**src/rtl/kbd_scan_pkg.sv**
```systemverilog
// Shared types and helpers for the keypad scanner: FSM states, matrix geometry,
// and the active-low column decode used by the scanner and anything reusing it.
package kbd_pkg;
  typedef enum logic [1:0] {SCAN, DEBOUNCE, HELD} state_t;

  localparam int KEY_W   = 4;
  localparam int ROWS    = 4;
  localparam int COLS    = 4;
  localparam int ENTRY_W = 24;

  // Index of the single low column; multi-low patterns never reach this.
  function automatic logic [1:0] enc(input logic [COLS-1:0] pat);
    case (pat)
      4'b1110: enc = 2'd0;
      4'b1101: enc = 2'd1;
      4'b1011: enc = 2'd2;
      4'b0111: enc = 2'd3;
      default: enc = 2'd0;
    endcase
  endfunction

  function automatic logic single(input logic [COLS-1:0] pat);
    single = (pat == 4'b1110) || (pat == 4'b1101) ||
             (pat == 4'b1011) || (pat == 4'b0111);
  endfunction
endpackage

```
**src/rtl/kbd_scan_if.sv**
```systemverilog
// Keypad-side and consumer-side signals of the scanner; master is the scanner.
interface kbd_scan_if;
  import kbd_pkg::*;
  logic [COLS-1:0]    col_in;
  logic [ROWS-1:0]    row_out;
  logic [KEY_W-1:0]   key_code;
  logic               key_valid;
  logic               key_held;
  logic [ENTRY_W-1:0] entry;

  modport master (input col_in, output row_out, key_code, key_valid, key_held, entry);
  modport slave  (output col_in, input row_out, key_code, key_valid, key_held, entry);
endinterface

```
**src/rtl/kbd_scan_ms_tick.sv**
```systemverilog
// Free-running prescaler: one-clk tick every T1MS cycles, shared with the
// display refresh logic.
module ms_tick #(
  parameter int T1MS = 50_000
) (
  input  logic clk,
  input  logic rst_n,
  output logic tick
);
  localparam int W = (T1MS > 1) ? $clog2(T1MS) : 1;

  logic [W-1:0] cnt;

  assign tick = (cnt == W'(T1MS - 1));

  always_ff @(posedge clk or negedge rst_n)
    if (!rst_n)    cnt <= '0;
    else if (tick) cnt <= '0;
    else           cnt <= cnt + W'(1);
endmodule

```
**src/rtl/kbd_scan.sv**
```systemverilog
// 4x4 keypad scanner: row-at-a-time drive, tick-paced debounce of press and
// release, key code strobe and a six-digit entry shift register.
module kbd_scan
  import kbd_pkg::*;
#(
  parameter int T1MS        = 50_000,
  parameter int DEBOUNCE_MS = 20
) (
  input  logic     clk,
  input  logic     rst_n,
  kbd_scan_if.master bus
);
  localparam int CNT_W = $clog2(DEBOUNCE_MS + 1);

  state_t             state, state_nx;
  logic [COLS-1:0]    col_m, col_s, col_pat, pat_nx;
  logic [1:0]         row_idx, row_nx;
  logic [CNT_W-1:0]   cnt, cnt_nx;
  logic               tick, accept, key_held, key_valid;
  logic [KEY_W-1:0]   key_code, new_code;
  logic [ENTRY_W-1:0] entry;

  ms_tick #(.T1MS(T1MS)) u_tick (.clk(clk), .rst_n(rst_n), .tick(tick));

  assign new_code     = {row_idx, enc(col_pat)};
  assign bus.row_out  = ~(ROWS'(1) << row_idx);
  assign bus.key_code = key_code;
  assign bus.key_valid = key_valid;
  assign bus.key_held = key_held;
  assign bus.entry    = entry;

  always_ff @(posedge clk or negedge rst_n)
    if (!rst_n) state <= SCAN;
    else        state <= state_nx;

  // Everything holds between ticks; the counter completes one tick early so
  // the DEBOUNCE_MS-th matching tick is the one that commits.
  always_comb begin
    state_nx = state;
    cnt_nx   = cnt;
    row_nx   = row_idx;
    pat_nx   = col_pat;
    accept   = 1'b0;
    if (tick) begin
      case (state)
        SCAN:
          if (single(col_s)) begin
            state_nx = DEBOUNCE;
            pat_nx   = col_s;
            cnt_nx   = '0;
          end else begin
            row_nx = row_idx + 2'd1;
          end
        DEBOUNCE:
          if (col_s == col_pat) begin
            if (cnt == CNT_W'(DEBOUNCE_MS - 1)) begin
              state_nx = HELD;
              cnt_nx   = '0;
              accept   = 1'b1;
            end else begin
              cnt_nx = cnt + CNT_W'(1);
            end
          end else begin
            state_nx = SCAN;
            row_nx   = row_idx + 2'd1;
          end
        HELD:
          if (col_s == '1) begin
            if (cnt == CNT_W'(DEBOUNCE_MS - 1)) begin
              state_nx = SCAN;
              cnt_nx   = '0;
              row_nx   = row_idx + 2'd1;
            end else begin
              cnt_nx = cnt + CNT_W'(1);
            end
          end else begin
            cnt_nx = '0;
          end
        default: state_nx = SCAN;
      endcase
    end
  end

  always_comb begin
    key_held = (state == HELD);
  end

  always_ff @(posedge clk or negedge rst_n)
    if (!rst_n) begin
      col_m     <= '1;
      col_s     <= '1;
      col_pat   <= '1;
      row_idx   <= '0;
      cnt       <= '0;
      key_valid <= 1'b0;
      key_code  <= '0;
      entry     <= '0;
    end else begin
      col_m     <= bus.col_in;
      col_s     <= col_m;
      col_pat   <= pat_nx;
      row_idx   <= row_nx;
      cnt       <= cnt_nx;
      key_valid <= accept;
      if (accept) begin
        key_code <= new_code;
        entry    <= {entry[ENTRY_W-KEY_W-1:0], new_code};
      end
    end
endmodule
```
**src/flat_wrapper.sv**
```systemverilog
// flat-port wrapper written by rule: the top's interface ports become plain ports
module kbd_scan_flat import kbd_pkg::*;
#(
  parameter int T1MS        = 50_000,
  parameter int DEBOUNCE_MS = 20
)
  (clk, rst_n, bus_col_in, bus_row_out, bus_key_code, bus_key_valid, bus_key_held, bus_entry);
  kbd_scan_if bus_i ();
  input  logic clk;
  input  logic rst_n;
  input wire logic [$bits(bus_i.col_in)-1:0] bus_col_in;
  output wire logic [$bits(bus_i.row_out)-1:0] bus_row_out;
  output wire logic [$bits(bus_i.key_code)-1:0] bus_key_code;
  output wire logic [$bits(bus_i.key_valid)-1:0] bus_key_valid;
  output wire logic [$bits(bus_i.key_held)-1:0] bus_key_held;
  output wire logic [$bits(bus_i.entry)-1:0] bus_entry;
  assign bus_i.col_in = bus_col_in;
  assign bus_row_out = bus_i.row_out;
  assign bus_key_code = bus_i.key_code;
  assign bus_key_valid = bus_i.key_valid;
  assign bus_key_held = bus_i.key_held;
  assign bus_entry = bus_i.entry;
  kbd_scan #(.T1MS(T1MS), .DEBOUNCE_MS(DEBOUNCE_MS)) u_core (.clk(clk), .rst_n(rst_n), .bus(bus_i));
endmodule
```
**config.mk**
```make
export PLATFORM = sky130hd
export DESIGN_NAME = kbd_scan_flat
export DESIGN_NICKNAME = d
export VERILOG_FILES = /design/src/rtl/kbd_scan_pkg.sv /design/src/rtl/kbd_scan_if.sv /design/src/rtl/kbd_scan_ms_tick.sv /design/src/rtl/kbd_scan.sv /design/src/flat_wrapper.sv
export SDC_FILE = /design/constraint.sdc
export NUM_CORES = 1
export LEC_CHECK = 0
export ABC_AREA = 0
export ABC_CLOCK_PERIOD_IN_PS = 4200
export CORE_ASPECT_RATIO = 0.75
export CORE_MARGIN = 10
export CORE_UTILIZATION = 58
export DETAILED_ROUTE_END_ITERATION = 12
export PLACE_DENSITY = 0.83
export SYNTH_ARGS = -nofsm -noshare
export SYNTH_HDL_FRONTEND = slang
export SYNTH_SLANG_ARGS = --single-unit
```
**constraint.sdc**
```tcl
create_clock -name clk -period 4.2 [get_ports clk]
set_input_delay 1.26 -clock clk [delete_from_list [all_inputs] [get_ports clk]]
set_output_delay 1.26 -clock clk [all_outputs]
set_load 0.01 [all_outputs]
```
==> run summary, run 1 <==
Status: finished clean
Core ar.: 0.004872 mm2
Post-synth EDFFs: 0
CTS sink cnt: 62
Power Dens Cells: 358.6 mW/mm2
Syn Nets: 248
Power consumption: 1.272 mW
Die X: 101.7 um
Max_cap viols: 0
Worst Tran Pin Value: 0.7358 ns
Slowest stage cell, crit path: clkdlybuf4s50_1
Worst-path maximum fanout: 4
Post-layout nets: 289
RD Place Congestion: 0.7907
Post-Syn Instances: 232
CTS tree: yes
Critical path data arrival time: 1.66 ns
Worst VDD drop: 348.0 uV
Drt drc: 0
Setup TNS: 0 ns
Wire per inst: 16.21 um
CP Launch Point: u_core.row_idx[0]$_DFFE_PN0P_
Die Height: 81.30 um
M1 WL: 2555 um
Clk_skew: 0.01243 ns
Vias per cell: 5.488
Cell Area, Synth: 0.002905 mm2
Rows: 22
Worst min-delay path startpoint: u_core.col_m[1]$_DFF_PN1_
CTS resizes: 0
Crit path launch type: flop
RSZ-0062 raised after global routing: false
Most used cell, CP: inv_1
DRT iter0 DRCs: 42
Initial Utilization: 59.63%
Setup WS post-layout: 1.276 ns
Maximum clock path buffer count: 2
First-pass GRT wire length: 9018 um
Hold Path Class: flop to flop
Critical Path End Type: primary output
#FFs+latches synth: 62
Slew headroom: 50.95%
Pleak: 1.680 nW
DR top layer: met4
Primary FF master, synth: dfrtp_1
Pre-CTS WS: 1.628 ns
Initial antenna violation count: 0
Clk root buf: clkbuf_8
Diode count: 0
Clk_lat worst skew: 0.35 ns
Final Max Tran Viols: 0
Die area: 0.008270 mm2
Post-CTS Setup Bufs: 0
Synth Warn #: 0
Post-route ant nets: 0
Fraction of final layout cells sized beyond drive strength 1: 21.94%
Period minus WS final: 2.924 ns
Met3 WL post-DR: 458 um
Critical path class: flop to primary output
Drt first pass iters: 4
Setup Viol. Count Final: 0
Largest stage delay on the critical path: 0.53 ns
Largest net degree at the start of global routing: 34
Yosys cell types: 43
Sequential area share after synthesis: 53.92%
Worst Path Required: 2.94 ns
Async S/R FF share, synth: 100.0%
Dpl hpwl: 3979 um
WL final: 5480 um
Gr usage total: 14.09%
Cell Chain, Critical Path: inv_1 -> ha_1 -> inv_1 -> clkdlybuf4s50_1
Area growth, synth to finish: 22.14%
CTS Hold Bufs: 0
Number of CTS-inserted buffers: 9
Worst reg2reg startpoint: u_core.u_tick.cnt[13]$_DFF_PN0_
CTS clk-pin slew, worst paths: 0.07 ns
Final Hold Viols: 0
Mean Syn Cell Area: 12.52 um2
Fmax: 0.3420 GHz
H-Tree Depth: 3
Routed wl met2: 2414 um
Number of I/O pins: 40
Vias in the first global route: 1819
Period Utilization, post-route: 69.61%
Gr ovfl total: 0
IO buf count: 39
DR vias: 1855
critical path: cells and delay by family (launching register included):
| family | cells | cell delay (ns) |
|---|---|---|
| DFF | 1 | 0.44 |
| buffers and inverters | 3 | 0.68 |
| adders and majority gates | 1 | 0.21 |
layout by cell type, fill, tap and decap left out, types with 6 or more instances in the layout:
master and n:
dfrtp_1 50, clkdlybuf4s50_1 38, nand2_1 17, nor2_1 10
xor2_1 13, mux2_4 12, clkbuf_8 9, nand3_1 8
mux2_2 13, inv_1 12, dfstp_2 12, xnor2_1 7
ha_1 10, o21ai_0 6
metrics by stage:
step | cells | util [%] | instance area [um2] | hold slack [ns]
global placement | 322 | 67.82 | 3304 | 0.3455
floorplan | 232 | - | 2905 | 0.3452
detailed placement | 322 | 67.82 | 3304 | 0.3469
finish | 338 | 72.83 | 3548 | 0.3554
CTS | 338 | 72.83 | 3548 | 0.3569
global route | 338 | 72.83 | 3548 | 0.3621
layer usage:
layer | vias to the layer above | GRT usage (%)
li1 | 877 | -
met1 | 921 | 17.78
met2 | 51 | 20.80
met3 | 6 | 6.531
met4 | 0 | 5.271
met5 | - | 0
state kept, by name, indices dropped and copies added, names as in the netlist, 2 cells and up:
| name | cells |
|---|---|
| u_core.col_m | 4 |
| u_core.col_s | 4 |
| u_core.cnt | 5 |
| u_core.state | 2 |
| u_core.bus.entry | 24 |
| u_core.row_idx | 2 |
| u_core.u_tick.cnt | 16 |
| u_core.col_pat | 4 |
power by group:
| group | switching [mW] | total (mW) | internal (mW) | leakage (nW) |
|---|---|---|---|---|
| Clock | 0.242 | 0.639 | 0.397 | 0.120 |
| Sequential | 0.00422 | 0.608 | 0.604 | 0.810 |
| Combinational | 0.0166 | 0.0249 | 0.00835 | 0.750 |
worst paths after layout:
path | endpoint | slack [ns] | depth (start not counted)
setup reg to reg | u_core.bus.entry[18]$_DFFE_PN0P_ | 1.68 | 4
hold reg to reg | u_core.col_s[1]$_DFF_PN1_ | 0.36 | 0
max in group asynchronous | u_core.cnt[1]$_DFFE_PN0P_ | 2.49 | 2
setup / recovery | bus_row_out[2] | 1.28 | 4
min in group asynchronous | u_core.bus.entry[20]$_DFFE_PN0P_ | 0.96 | 1
hold / removal | u_core.col_s[1]$_DFF_PN1_ | 0.36 | 0
cells by family after synthesis:
kind of cell | after synthesis | synth area share [%]
simple gates | 66 | 13.78
flops | 62 | 53.92
mux | 33 | 14.21
buf+inv | 23 | 4.177
xor+xnor | 20 | 6.029
compound gates | 18 | 3.575
fa+ha+maj | 10 | 4.307
cell type report:
cell class	instances	area, um2
clock buffers	9	123.9
flip-flops and latches	62	1567
repair buffers	41	400.4
fillers	352	1324
well taps	60	75.07
inverters	12	45.04
multi-input cells	147	1217
clock inverters	7	120.1
Yosys cell counts, types with 2 or more instances:
cell       n  area share (%)
buf_4      4             1.0
nand4_1    5             1.1
and3_1     5             1.1
dfrtp_1   50              43
a21oi_1    4            0.69
xor2_1    13             3.9
buf_2      4            0.69
inv_1     12             1.6
buf_6      2            0.78
nand3_1    8             1.4
ha_1      10             4.3
nor2_1    10             1.3
mux2i_1    3             1.0
mux2_2    13             5.0
nor3_1     4            0.69
dfstp_2   12              11
or3_1      2            0.43
nand4b_1   2            0.60
nand2_1   17             2.2
mux2_1     5             1.9
xnor2_1    7             2.1
o21ai_0    6             1.0
o21ai_1    3            0.52
mux2_4    12             6.2
(Power assumes the default switching activity.)
==> inputs of run 2 (changes only) <==
ABC_CLOCK_PERIOD_IN_PS = 2940   (was 4200)
CORE_UTILIZATION = 54   (was 58)
PLACE_DENSITY = 0.78   (was 0.83)
clock period = 2.94 ns   (was 4.2 ns; I/O delays follow)
==> run 2 against run 1 <==
Net effect:
- sequential power grew 43%
- clock power grew 28%
- core utilization shrank 5.3 points
- first-iteration DRC count grew 150%
- clock skew shrank 0.0024 ns
- wire length shrank 3.0%
- hold slack lost 0.0093 ns
- register-to-register slack lost 0.77 ns
- via count shrank 2.9%
- highest routed layer unchanged
==> run summary, run 2 (synthesis gave the netlist of run 1 again) <==
Status: finished clean
Fmax: 0.3982 GHz
Area of the multi-input gates: 0.001217 mm2
Power consumption: 1.724 mW
Pleak: 1.681 nW
Initial antenna violation count: 0
Max reg flops: 24
Wire per inst: 14.97 um
Post-layout nets: 291
Dpl hpwl: 3860 um
Clk_lat worst skew: 0.34 ns
Fraction of final layout cells sized beyond drive strength 1: 22.14%
DR vias: 1801
Slew headroom: 68.97%
Register with the most flip-flops: u_core.bus.entry
CTS resizes: 0
Vias in the first global route: 1813
Drt drc: 0
Gate power share: 2.0%
Gr usage total: 12.55%
Core ar.: 0.005266 mm2
Power Dens Cells: 484.7 mW/mm2
Sequential cell area: 0.001567 mm2
Initial Utilization: 55.17%
Post-CTS Setup Bufs: 0
WL final: 5313 um
First-pass GRT wire length: 9039 um
Internal Power: 1.355 mW
Critical path data arrival time: 1.63 ns
Fillcell total: 411
DRT iter0 DRCs: 103
R2r setup slk: 0.91 ns
Diode count: 0
Period Utilization, post-route: 85.41%
Number of I/O pins: 40
Worst-path maximum fanout: 4
Worst VDD drop: 382.7 uV
Vias per cell: 5.073
Setup Viol. Count Final: 0
Critical Path End Type: primary output
Worst Tran Pin Value: 0.4629 ns
Drt first pass iters: 4
Final Util: 67.55%
Clk_skew: 0.009997 ns
Pre-CTS WS: 0.7903 ns
CTS sink cnt: 62
Setup WS post-layout: 0.4290 ns
Number of CTS-inserted buffers: 9
CTS clk-pin slew, worst paths: 0.08 ns
IO buf count: 39
Biggest regs: u_core.bus.entry (24), u_core.u_tick.cnt (16), u_core.cnt (5)
Crit path launch type: flop
Setup TNS: 0 ns
Die area: 0.008744 mm2
Die Height: 83.52 um
Placed cell count: 339
Final Max Tran Viols: 0
Most common cell after layout, fill and taps aside: dfrtp_1
Period minus WS final: 2.511 ns
Clock share of power: 47.6%
Hold Path Class: primary input to asynchronous set/reset pin
Sw Pwr: 369.2 uW
Switching part of the total: 21.41%
Gr ovfl total: 0
Clk root buf: clkbuf_8
Flop pwr share: 50.4%
Die X: 104.7 um
Worst Path Required: 2.06 ns
Final std cells w/o fill: 355
Largest net degree at the start of global routing: 33
Rows: 23
H-Tree Depth: 3
RD Place Congestion: 0.8084
Final Hold Viols: 0
Critical path class: flop to primary output
Area growth, synth to finish: 22.44%
CTS tree: yes
Commonest non-fill, non-tap cells in the layout: 50 x dfrtp_1, 38 x clkdlybuf4s50_1, 17 x nand2_1, 13 x xor2_1, 13 x mux2_2
CTS Hold Bufs: 0
Max_cap viols: 0
RSZ-0062 raised after global routing: false
Post-route ant nets: 0
Maximum clock path buffer count: 2
run 2: final timing paths:
check	start	to	depth (start not counted)
worst max-delay path	u_core.row_idx[0]$_DFFE_PN0P_	bus_row_out[2]	4
worst min-delay path	rst_n	u_core.bus.entry[20]$_DFFE_PN0P_	1
worst max register to register	u_core.u_tick.cnt[0]$_DFF_PN0_	u_core.bus.entry[10]$_DFFE_PN0P_	6
worst min register to register	u_core.col_m[0]$_DFF_PN1_	u_core.col_s[0]$_DFF_PN1_	0
max in group asynchronous	rst_n	u_core.col_s[0]$_DFF_PN1_	2
min in group clk	u_core.col_m[0]$_DFF_PN1_	u_core.col_s[0]$_DFF_PN1_	0
run 2: power by group through the flow:
stage	sequential [mW]	clock [mW]	combinational [mW]
3_5_place_dp	0.884	0	0.0361
2_1_floorplan	0.881	0	0.0130
5_1_grt	0.869	0.872	0.0399
3_3_place_gp	0.884	0	0.0358
4_1_cts	0.869	0.837	0.0365
6_report	0.869	0.820	0.0351
run 2: area by class of cell:
cell class,count,share of cell area (%)
multi-input cells,147,34.22
well taps,75,2.638
inverters,12,1.266
clock buffers,9,3.482
flip-flops and latches,62,44.04
repair buffers,43,11.68
clock inverters,7,2.673
run 2: critical path, cell delays in order, from the launching register on:
cell             delay, ns
dfrtp_1               0.42
inv_1                 0.09
ha_1                  0.20
inv_1                 0.05
clkdlybuf4s50_1       0.53
run 2: per-stage QoR:
stage,hold WS (ns),area (um2)
6_report,0.3461,3557
5_1_grt,0.3315,3557
4_1_cts,0.3329,3557
3_5_place_dp,0.3469,3338
3_3_place_gp,0.3453,3338
2_1_floorplan,0.3452,2905
run 2: routing by layer:
metal / global-route usage [%] / part of all wire [%]
met3: 5.710 / 5.9
met2: 17.59 / 42
met1: 16.89 / 51
met5: 0 / 0
met4: 3.731 / 1.1
==> inputs of run 3 (changes only) <==
ABC_CLOCK_PERIOD_IN_PS = 2250   (was 2940)
CORE_UTILIZATION = 49   (was 54)
PLACE_DENSITY = 0.74   (was 0.78)
SKIP_LAST_GASP = 1   (was unset)
clock period = 2.25 ns   (was 2.94 ns; I/O delays follow)
==> run 3 against run 2 <==
Net effect:
- cell count increased by 1.4%
- clock skew decreased by 0.0011 ns
- count of clock-buffer cells in the layout increased by 2
- core utilization decreased by 5.9 points
- sequential power increased by 31%
- combinational power increased by 33%
- flip-flop and latch count unchanged
- die area increased by 8.0%
- final area increased by 0.39%
- highest routed layer unchanged
==> run summary, run 3 (synthesis gave the netlist of run 1 again) <==
R2r setup slk: 0.27 ns
Initial Utilization: 50.13%
Number of CTS-inserted buffers: 9
Area growth, synth to finish: 22.91%
Internal Power: 1.659 mW
CTS sink cnt: 62
Drt drc: 0
IO buf count: 39
Clk root buf: clkbuf_8
Fraction of final layout cells sized beyond drive strength 1: 22.34%
Period minus WS final: 2.052 ns
Clk_lat worst skew: 0.34 ns
Die area: 0.009441 mm2
WHS: 0.3278 ns
Critical path data arrival time: 1.38 ns
Critical Path End Type: primary output
Post-layout nets: 293
DR vias: 1878
CTS clk-pin slew, worst paths: 0.07 ns
WL final: 5537 um
R2R depth: 7
Worst reg2reg startpoint: u_core.u_tick.cnt[0]$_DFF_PN0_
Flop pwr share: 53.4%
Sequential cell area: 0.001567 mm2
Power Dens Cells: 595.8 mW/mm2
First-pass GRT wire length: 9480 um
Max_cap viols: 0
Rows: 24
Area of the multi-input gates: 0.001217 mm2
Dpl hpwl: 4003 um
Wire per inst: 15.38 um
Largest net degree at the start of global routing: 63
Switching part of the total: 22.03%
RSZ-0062 raised after global routing: false
Diode count: 0
CTS tree: yes
CTS Hold Bufs: 0
Number of I/O pins: 40
Clk_skew: 0.008906 ns
Critical path class: flop to primary output
Clock share of power: 44.4%
Die X: 108.9 um
Final Hold Viols: 0
H-Tree Depth: 3
Crit path launch type: flop
Max reg flops: 24
Register with the most flip-flops: u_core.bus.entry
Initial antenna violation count: 0
Gr usage total: 12.76%
Hold Path Class: primary input to asynchronous set/reset pin
Drt first pass iters: 4
Worst Tran Pin Value: 0.3353 ns
Slew headroom: 77.53%
Biggest regs: u_core.bus.entry (24), u_core.u_tick.cnt (16), u_core.cnt (5)
Sw Pwr: 468.6 uW
Vias per cell: 5.217
Status: finished clean
Setup Viol. Count Final: 0
RD Place Congestion: 0.7914
Worst VDD drop: 420.1 uV
Gr ovfl total: 0
Final Max Tran Viols: 0
Gate power share: 2.2%
Worst Path Required: 1.57 ns
R2R Path End: u_core.state[0]$_DFFE_PN0P_
Fillcell total: 466
Worst-path maximum fanout: 4
Pleak: 1.690 nW
Fmax: 0.4874 GHz
Maximum clock path buffer count: 2
DRT iter0 DRCs: 74
Most common cell after layout, fill and taps aside: dfrtp_1
Core ar.: 0.005796 mm2
Period Utilization, post-route: 91.19%
Setup TNS: 0 ns
Die Height: 86.69 um
Post-route ant nets: 0
Commonest non-fill, non-tap cells in the layout: 50 x dfrtp_1, 33 x clkdlybuf4s50_1, 17 x nand2_1, 13 x xor2_1, 13 x mux2_2
Vias in the first global route: 1922
-- run 3: cell types whose count changed in the layout (fill, tap and decap cells not counted), moves of 2 or more --
cell | before | now
dlygate4sd2_1 | 0 | 4
buf_12 | 0 | 2
inv_6 | 2 | 0
clkbuf_1 | 0 | 2
clkdlybuf4s50_1 | 38 | 33
-- run 3: how the worst max path moves through the flow --
stage | end | slack, ns | depth (start not counted) | start
floorplan | u_core.bus.entry[11]$_DFFE_PN0P_ | 0.39 | 6 | u_core.col_s[2]$_DFF_PN1_
global placement | bus_row_out[0] | 0.29 | 4 | u_core.row_idx[0]$_DFFE_PN0P_
detailed placement | bus_row_out[0] | 0.25 | 4 | u_core.row_idx[0]$_DFFE_PN0P_
CTS | bus_row_out[3] | 0.02 | 3 | u_core.row_idx[0]$_DFFE_PN0P_
global route | bus_row_out[0] | 0.11 | 4 | u_core.row_idx[0]$_DFFE_PN0P_
finish | bus_row_out[0] | 0.20 | 4 | u_core.row_idx[0]$_DFFE_PN0P_
-- run 3: stage by stage --
stage	instance area (um2)	util (%)	worst slack, ns	std cells	total power, mW
after floorplan	2905	-	0.3890	232	1.169
after global placement	3367	58.10	0.2898	342	1.204
after detailed placement	3367	58.10	0.2513	342	1.205
after CTS	3568	61.57	0.01773	360	2.165
after global routing	3571	61.61	0.1082	360	2.222
final	3571	61.61	0.1983	360	2.128
-- run 3: power by group through the flow --
stage | sequential, mW | combinational (mW) | clock [mW]
4_1_cts | 1.14 | 0.0490 | 0.980
2_1_floorplan | 1.15 | 0.0170 | 0
5_1_grt | 1.14 | 0.0541 | 1.03
3_3_place_gp | 1.16 | 0.0484 | 0
6_report | 1.14 | 0.0468 | 0.944
3_5_place_dp | 1.16 | 0.0488 | 0
-- run 3: cell type report --
type	count	area share, %
sequential	62	43.87
clock inverter	5	1.682
timing repair buffer	45	12.68
tap	78	2.733
clock buffer	11	3.679
multi-input combinational	147	34.09
inverter	12	1.261
-- run 3: timing repair --
action                                  CTS  global route
endpoints found under the setup margin    5             1
resized for setup                         4             1
setup buffers                             2             0
gates cloned                              0             0
-- run 3: worst max-delay path, stage by stage, from the launching register on --
cell	delay, ns
dfrtp_1	0.42
inv_1	0.10
ha_1	0.20
inv_1	0.05
dlygate4sd2_1	0.27
-- run 3: per-layer routing --
layer	vias up	part of all wire (%)	global-route usage (%)
met4	0	1.8	5.854
met5	-	0	0
met2	55	43	19.20
met1	923	46	15.61
met3	9	8.8	5.263
li1	891	-	-
